==> config.mk <==
export PLATFORM = sky130hd
export DESIGN_NAME = gate_tt_sequencer_flat
export DESIGN_NICKNAME = d
export VERILOG_FILES = /design/src/rtl/gate_tt_sequencer_if.sv /design/src/rtl/gate_tt_sequencer.sv /design/src/flat_wrapper.sv
export SDC_FILE = /design/constraint.sdc
export NUM_CORES = 1
export LEC_CHECK = 0
export ABC_CLOCK_PERIOD_IN_PS = 3500
export BUFFER_PORTS_ARGS = -buffer_cell sky130_fd_sc_hd__buf_2
export CAP_MARGIN = 0
export CORE_AREA = 3 3 40 42
export DETAILED_ROUTE_END_ITERATION = 7
export DIE_AREA = 0 0 43 45
export PLACE_DENSITY_LB_ADDON = 0.15
export SETUP_SLACK_MARGIN = 0.1
export SLEW_MARGIN = 20
export SYNTH_ARGS = -nofsm -noshare
export SYNTH_HDL_FRONTEND = slang
export SYNTH_SLANG_ARGS = --single-unit
==> constraint.sdc <==
create_clock -name clk -period 3.5 [get_ports clk]
set_input_delay 0.175 -clock clk [delete_from_list [all_inputs] [get_ports clk]]
set_output_delay 0.175 -clock clk [all_outputs]
set_load 0.1 [all_outputs]
==> src/rtl/gate_tt_sequencer_if.sv <==
// Stimulus/result bundle between the truth-table sequencer,
// the gate under test and whoever launches runs.
interface gate_tt_sequencer_if #(
  parameter int N_IN = 2
);
  logic            start;
  logic [N_IN-1:0] dut_in;
  logic            dut_y;
  logic            busy;
  logic            done;
  logic            pass;
  logic [N_IN:0]   err_count;
  logic [N_IN-1:0] first_fail;

  modport master (
    input  start,
    input  dut_y,
    output dut_in,
    output busy,
    output done,
    output pass,
    output err_count,
    output first_fail
  );

  modport slave (
    output start,
    output dut_y,
    input  dut_in,
    input  busy,
    input  done,
    input  pass,
    input  err_count,
    input  first_fail
  );
endinterface

==> src/rtl/gate_tt_sequencer.sv <==
// Walks a gate through its full truth table, compares each
// sampled output with EXPECTED and reports errors/first failure.
module gate_tt_sequencer #(
  parameter int                  N_IN        = 2,
  parameter int                  HOLD_CYCLES = 2,
  parameter logic [2**N_IN-1:0]  EXPECTED    = 4'b0111
) (
  input logic                 clk,
  input logic                 rst_n,
  gate_tt_sequencer_if.master bus
);

  localparam int HW = (HOLD_CYCLES > 1) ? $clog2(HOLD_CYCLES) : 1;
  localparam logic [HW-1:0] HOLD_LAST = HW'(HOLD_CYCLES - 1);

  typedef enum logic [1:0] {
    S_IDLE,
    S_RUN,
    S_DONE
  } state_t;

  state_t          state_q, state_d;
  logic [N_IN-1:0] vec_q, vec_d;
  logic [HW-1:0]   hold_q, hold_d;
  logic [N_IN:0]   err_q, err_d;
  logic [N_IN-1:0] ff_q, ff_d;
  logic            pass_q, pass_d;

  always_ff @(posedge clk or negedge rst_n) begin
    if (!rst_n) begin
      state_q <= S_IDLE;
      vec_q   <= '0;
      hold_q  <= '0;
      err_q   <= '0;
      ff_q    <= '0;
      pass_q  <= 1'b0;
    end else begin
      state_q <= state_d;
      vec_q   <= vec_d;
      hold_q  <= hold_d;
      err_q   <= err_d;
      ff_q    <= ff_d;
      pass_q  <= pass_d;
    end
  end

  always_comb begin
    state_d = state_q;
    vec_d   = vec_q;
    hold_d  = hold_q;
    err_d   = err_q;
    ff_d    = ff_q;
    pass_d  = pass_q;
    unique case (state_q)
      S_IDLE: begin
        if (bus.start) begin
          state_d = S_RUN;
          vec_d   = '0;
          hold_d  = '0;
          err_d   = '0;
          ff_d    = '0;
          pass_d  = 1'b0;
        end
      end
      S_RUN: begin
        // dut_y is judged only at the edge closing a vector's hold window
        if (hold_q == HOLD_LAST) begin
          hold_d = '0;
          if (bus.dut_y != EXPECTED[vec_q]) begin
            err_d = err_q + (N_IN+1)'(1);
            if (err_q == '0) ff_d = vec_q;
          end
          if (&vec_q) begin
            state_d = S_DONE;
            vec_d   = '0;
            pass_d  = (err_d == '0);
          end else begin
            vec_d = vec_q + N_IN'(1);
          end
        end else begin
          hold_d = hold_q + HW'(1);
        end
      end
      S_DONE: state_d = S_IDLE;
      default: state_d = S_IDLE;
    endcase
  end

  assign bus.dut_in     = vec_q;
  assign bus.busy       = (state_q == S_RUN);
  assign bus.done       = (state_q == S_DONE);
  assign bus.pass       = pass_q;
  assign bus.err_count  = err_q;
  assign bus.first_fail = ff_q;

endmodule
==> src/flat_wrapper.sv <==
// flat-port wrapper written by rule: the top's interface ports become plain ports
module gate_tt_sequencer_flat 
#(
  parameter int                  N_IN        = 2,
  parameter int                  HOLD_CYCLES = 2,
  parameter logic [2**N_IN-1:0]  EXPECTED    = 4'b0111
)
  (clk, rst_n, bus_start, bus_dut_y, bus_dut_in, bus_busy, bus_done, bus_pass, bus_err_count, bus_first_fail);
  gate_tt_sequencer_if #(.N_IN(N_IN)) bus_i ();
  input logic clk;
  input logic rst_n;
  input wire logic [$bits(bus_i.start)-1:0] bus_start;
  input wire logic [$bits(bus_i.dut_y)-1:0] bus_dut_y;
  output wire logic [$bits(bus_i.dut_in)-1:0] bus_dut_in;
  output wire logic [$bits(bus_i.busy)-1:0] bus_busy;
  output wire logic [$bits(bus_i.done)-1:0] bus_done;
  output wire logic [$bits(bus_i.pass)-1:0] bus_pass;
  output wire logic [$bits(bus_i.err_count)-1:0] bus_err_count;
  output wire logic [$bits(bus_i.first_fail)-1:0] bus_first_fail;
  assign bus_i.start = bus_start;
  assign bus_i.dut_y = bus_dut_y;
  assign bus_dut_in = bus_i.dut_in;
  assign bus_busy = bus_i.busy;
  assign bus_done = bus_i.done;
  assign bus_pass = bus_i.pass;
  assign bus_err_count = bus_i.err_count;
  assign bus_first_fail = bus_i.first_fail;
  gate_tt_sequencer #(.N_IN(N_IN), .HOLD_CYCLES(HOLD_CYCLES), .EXPECTED(EXPECTED)) u_core (.clk(clk), .rst_n(rst_n), .bus(bus_i));
endmodule
==> results.txt, run 1 <==
Commonest cells after routing, fill and taps aside: 13 x buf_2, 11 x dfrtp_1, 4 x nand2_1, 4 x o21ai_0
Placed instance area: 656 um2
Die W: 43 um
Clk sinks: 11
Post-synthesis register bit count: 11
RSZ-0062 raised after global routing: false
Vias in the first global route: 474
Cells after DPL: 81
Post-CTS Resized: 0
Final Hold Fails: 0
IO Count: 14
P&R area growth vs syn: 21.0%
Fmax: 0.603 GHz
Arr. time, crit path: 1820 ps
Clock Pin Slew Worst Setup and Hold Paths: 70 ps
PortBufs: 13
CTS tree: built
Post-Synthesis Mean Instance Area: 10.8 um2
Drt total wl: 1130 um
DR WL/cell: 13.1 um
Finished Layout Cells: 86
Slew headroom: 0.677
Cell variety after synth: 23
Via-to-Cell Ratio: 5.33
Most common cell after layout, fill and taps aside: buf_2
Post-synthesis cell count: 53
Final setup fails: 0
Diodes inserted: 0
Row count: 13
Total track usage: 0.149
Initial core utilization: 0.445
DRC viols: 0
Clock Skews: 2.15 ps
Core area: 0.00128 mm2
Yosys synthesis warning count: 0
Worst Hold Class: in2reg
WP data required: 3660 ps
Crit path launch type: register
CP endpoint kind: register
Worst-skew pair later-pin latency: 270 ps
Antenna Nets Post-Route: 0
First-pass GRT wire length: 2110 um
HPWL after DPL: 840 um
Final min period: 1660 ps
Worst-margin pin slew: 489 ps
# fillers: 113
Hold-fix buffers, CTS: 1
Pin count of the biggest net entering global routing: 12
Initial DRC Count: 4
Final Cycle Share: 0.474
Max incr delay on CP: 420 ps
CP Max Fanout: 6
Max_cap viols: 0
Die H: 45 um
Vias: 458
Fin Setup TNS: 0 ps
CTS H-Tree Depth: 1
Status: complete, no violations
Syn_nets: 60
Crit path cell chain: ha_1, xnor2_2, nand3b_2, a21o_1, a22o_1
Die ar.: 0.00194 mm2
Nets: 79
Slowest stage cell, crit path: dfrtp_1
Fraction of layout cells with a size suffix above 1: 0.282
Setup bufs post-CTS: 0
Max-slew violation count: 0
Drt pass-1 iters: 3
Initial antenna violation count: 0
Fin area: 692 um2
Grt ovf: 0
GP Congestion: 0.818
CTS buffer count: 3
Clock Tree Buf Depth: 2
Root buf cell: clkbuf_4
Register area share after synthesis: 0.481
Post-Syn Area: 572 um2
WS Path Type: reg2reg
## final timing paths
check	depth (start not counted)	endpoint	slack [ps]	from
hold / removal	3	u_core.state_q[0]$_DFFE_PN0P_	230	bus_start
setup reg to reg	5	u_core.bus.first_fail[0]$_DFFE_PN0P_	1840	u_core.bus.dut_in[0]$_DFFE_PN0P_
min in group asynchronous	2	u_core.state_q[0]$_DFFE_PN0P_	290	rst_n
setup / recovery	5	u_core.bus.first_fail[0]$_DFFE_PN0P_	1840	u_core.bus.dut_in[0]$_DFFE_PN0P_
hold reg to reg	1	u_core.bus.first_fail[0]$_DFFE_PN0P_	500	u_core.bus.first_fail[0]$_DFFE_PN0P_
max in group asynchronous	2	u_core.bus.dut_in[1]$_DFFE_PN0P_	3010	rst_n
## critical path: cells and delay by family, from the launching register on
family	cells	cell delay, ps
AND/OR/NAND/NOR	1	120
adder cells (fa/ha/maj)	1	300
AO/OA/AOI/OAI	2	380
flip-flops	1	420
XOR/XNOR	1	340
## state kept, by name, summed over array words and instances (netlist names)
name and flops:
u_core.hold_q 1, u_core.bus.first_fail 2, u_core.state_q 2, u_core.bus.err_count 3, u_core.bus.dut_in 2, u_core.bus.pass 1
## layout make-up
class                      count  area (um2)  share of cell area
tap                           15        18.8              0.0271
multi-input combinational     40         289               0.418
clock buffer                   4        26.3              0.0380
inverter                       2        7.51              0.0108
sequential                    11         275               0.398
timing repair buffer          14        75.1               0.108
## layer usage
layer  track usage  share of wire
met5             0              0
met2         0.216           0.45
met1         0.195           0.47
met4        0.0904          0.024
met3        0.0478          0.051
## kinds of logic after synthesis
logic type               synth area share
AO/OA/AOI/OAI                       0.182
AND/OR/NAND/NOR                     0.162
XOR/XNOR                           0.0591
buffers and inverters              0.0131
adder cells (fa/ha/maj)            0.0657
flip-flops                          0.481
multiplexers                       0.0372
## metrics by stage
step           hold slack [ps]   util  worst slack, ps
3_5_place_dp              56.5  0.510             1870
4_1_cts                    213  0.538             1840
2_1_floorplan             -121      -             1260
3_3_place_gp              55.6  0.510             1900
5_1_grt                    248  0.538             1700
6_report                   225  0.538             1840
## cell usage after synthesis (all sizes together)
master / count / share of area
dfrtp: 11 / 0.48
o21ai: 5 / 0.044
nand2: 4 / 0.026
a21oi: 3 / 0.026
a22o: 3 / 0.046
ha: 3 / 0.066
nor2b: 3 / 0.033
xnor2: 3 / 0.059
and2: 2 / 0.024
inv: 2 / 0.013
nand3: 2 / 0.018
nand3b: 2 / 0.033
nor2: 2 / 0.013
o21bai: 2 / 0.026
o31ai: 2 / 0.026
a21o: 1 / 0.013
and3b: 1 / 0.015
mux2: 1 / 0.020
mux2i: 1 / 0.018
Power of run 1 is not shown: default switching activity piles up to over one toggle a cycle in this logic, so the estimate is an artifact.
==> run 2: changes to the inputs <==
ABC_CLOCK_PERIOD_IN_PS = 1400   (was 3500)
CORE_AREA = default   (was 3 3 40 42)
CORE_MARGIN = 3   (was default)
CORE_UTILIZATION = 44   (was default)
DIE_AREA = default   (was 0 0 43 45)
clock period = 1.4 ns   (was 3.5 ns; I/O delays follow)
==> results.txt, run 2 (synthesized netlist as in run 1, its figures left out) <==
Status: finished with violations (was complete, no violations)
Failing checks: setup timing
Pin count of the biggest net entering global routing: 12 (unchanged)
Worst-skew pair later-pin latency: 280 ps (was 270 ps)
Max FFs per register: 3 (unchanged)
Clock Skews: 7.02 ps (was 2.15 ps)
Slowest stage cell, crit path: dfrtp_4 (was dfrtp_1)
Nets: 91 (was 79)
Total track usage: 0.192 (was 0.149)
WP data required: 1570 ps (was 3660 ps)
GRT met2 Usage: 0.352 (was 0.216)
Worst Hold Class: in2reg (unchanged)
Max incr delay on CP: 490 ps (was 420 ps)
Die ar.: 0.00177 mm2 (was 0.00194 mm2)
Die H: 42.1 um (was 45 um)
# fillers: 81 (was 113)
Initial core utilization: 0.495 (was 0.445)
Met1 usage: 0.217 (was 0.195)
CTS buffer count: 3 (unchanged)
CTS H-Tree Depth: 1 (unchanged)
Final Cycle Share: 1.05 (was 0.474)
GP Congestion: 0.855 (was 0.818)
Initial DRC Count: 11 (was 4)
Final setup fails: 6 (was 0)
Crit path launch type: register (unchanged)
DRC viols: 0 (unchanged)
Arr. time, crit path: 1640 ps (was 1820 ps)
Worst-margin pin slew: 495 ps (was 489 ps)
Slew headroom: 0.673 (was 0.677)
CP endpoint kind: register (unchanged)
Initial antenna violation count: 0 (unchanged)
First-pass GRT wire length: 2540 um (was 2110 um)
Clock Tree Buf Depth: 2 (unchanged)
P&R area growth vs syn: 53.8% (was 21.0%)
Crit path cell chain: ha_4, xnor2_4, nand3b_2, a21o_1, a22o_1 (was ha_1, xnor2_2, nand3b_2, a21o_1, a22o_1)
Fmax: 0.683 GHz (was 0.603 GHz)
Diodes inserted: 0 (unchanged)
Vias: 533 (was 458)
CP Launch Point: u_core.bus.dut_in[1]$_DFFE_PN0P_ (was u_core.bus.dut_in[0]$_DFFE_PN0P_)
RSZ-0062 raised after global routing: true (was false)
Core area: 0.00116 mm2 (was 0.00128 mm2)
Commonest cells after routing, fill and taps aside: 13 x buf_4, 9 x buf_2, 7 x dfrtp_1, 4 x nand2_1 (was 13 x buf_2, 11 x dfrtp_1, 4 x nand2_1, 4 x o21ai_0)
Clk sinks: 11 (unchanged)
R2R Path Start: u_core.bus.dut_in[1]$_DFFE_PN0P_ (was u_core.bus.dut_in[0]$_DFFE_PN0P_)
HPWL after DPL: 1070 um (was 840 um)
CTS tree: built (unchanged)
Vias in the first global route: 567 (was 474)
DR WL/cell: 15.7 um (was 13.1 um)
Busiest grt layer: met2 (unchanged)
Antenna Nets Post-Route: 0 (unchanged)
Drt total wl: 1520 um (was 1130 um)
Most common cell after layout, fill and taps aside: buf_4 (was buf_2)
Die W: 42.1 um (was 43 um)
Fraction of layout cells with a size suffix above 1: 0.518 (was 0.282)
Row count: 12 (was 13)
Storage element area: 285 um2 (was 275 um2)
Final min period: 1460 ps (was 1660 ps)
Setup ws final: -64.1 ps (was 1840 ps)
Clock Pin Slew Worst Setup and Hold Paths: 80 ps (was 70 ps)
Final Hold Fails: 0 (unchanged)
Final core utilization: 0.761 (was 0.538)
Multi-input gate area: 338 um2 (was 289 um2)
Max-slew violation count: 0 (unchanged)
Min-Delay Startpoint: bus_start (unchanged)
IO Count: 14 (unchanged)
PortBufs: 13 (unchanged)
Max_cap viols: 0 (unchanged)
CP Max Fanout: 4 (was 6)
Grt ovf: 0 (unchanged)
WS Path Type: reg2reg (unchanged)
Met3 Track Usage GR: 0.0300 (was 0.0478)
Via-to-Cell Ratio: 5.49 (was 5.33)
Drt pass-1 iters: 4 (was 3)
Root buf cell: clkbuf_4 (unchanged)
-- run 2: changes by cell type in the layout (fill, tap and decap cells not counted), moves of 2 or more --
| cell | change |
|---|---|
| dfrtp_4 | +2 |
| dfrtp_1 | -4 |
| dfrtp_2 | +2 |
| nor2b_1 | -2 |
| o21ai_1 | +2 |
| o21ai_0 | -3 |
| buf_4 | +13 |
| buf_12 | +2 |
| nor2b_4 | +2 |
| buf_2 | -4 |
-- run 2: area by class of cell --
type | instances | share of cell area
Clock buffer | 3 | 0.0256
Clock inverter | 1 | 0.00569
Inverter | 2 | 0.00853
Multi-Input combinational cell | 40 | 0.384
Sequential cell | 11 | 0.324
Tap cell | 14 | 0.0199
Timing Repair Buffer | 26 | 0.232
-- run 2: path summary, 6_finish.rpt --
kind / slack, ps / cells after the start / to
min in group asynchronous: 190 / 2 / u_core.bus.first_fail[1]$_DFFE_PN0P_
max: -60 / 5 / u_core.bus.first_fail[1]$_DFFE_PN0P_
min reg2reg: 500 / 1 / u_core.bus.first_fail[0]$_DFFE_PN0P_
max reg2reg: -60 / 5 / u_core.bus.first_fail[1]$_DFFE_PN0P_
max in group asynchronous: 960 / 2 / u_core.bus.dut_in[1]$_DFFE_PN0P_
min: 110 / 3 / u_core.state_q[0]$_DFFE_PN0P_
-- run 2: routing by layer --
layer	routed length, um	share of wire
met1	641	0.42
met2	804	0.53
met3	51	0.034
met4	24	0.016
met5	0	0
-- run 2: metrics by stage --
| step | setup WS, ps | std cells | TNS (ps) | instance area, um2 | hold WS, ps |
|---|---|---|---|---|---|
| after global placement | -10.5 | 89 | -18.9 | 801 | -50.1 |
| after global routing | -178 | 97 | -829 | 880 | 185 |
| after detailed placement | -53.3 | 89 | -156 | 801 | -46.4 |
| after CTS | -59.5 | 96 | -210 | 866 | 115 |
| after floorplan | -232 | 53 | -842 | 621 | -226 |
| final | -64.1 | 97 | -292 | 880 | 107 |
-- run 2: critical path: cells and delay by family (launching register included) --
family	cells	cell delay [ps]
fa+ha+maj	1	190
flops	1	490
simple gates	1	110
xor+xnor	1	200
compound gates	2	380
-- run 2: timing repair --
item	4_1_cts	5_1_grt
buffers inserted	2	2
resized for setup	5	3
endpoints found under the hold margin	11	0
pin swaps	0	2
cloned	0	0
endpoints found under the setup margin	8	7
hold buffers	1	0
Power of run 2 is left out for the same reason.
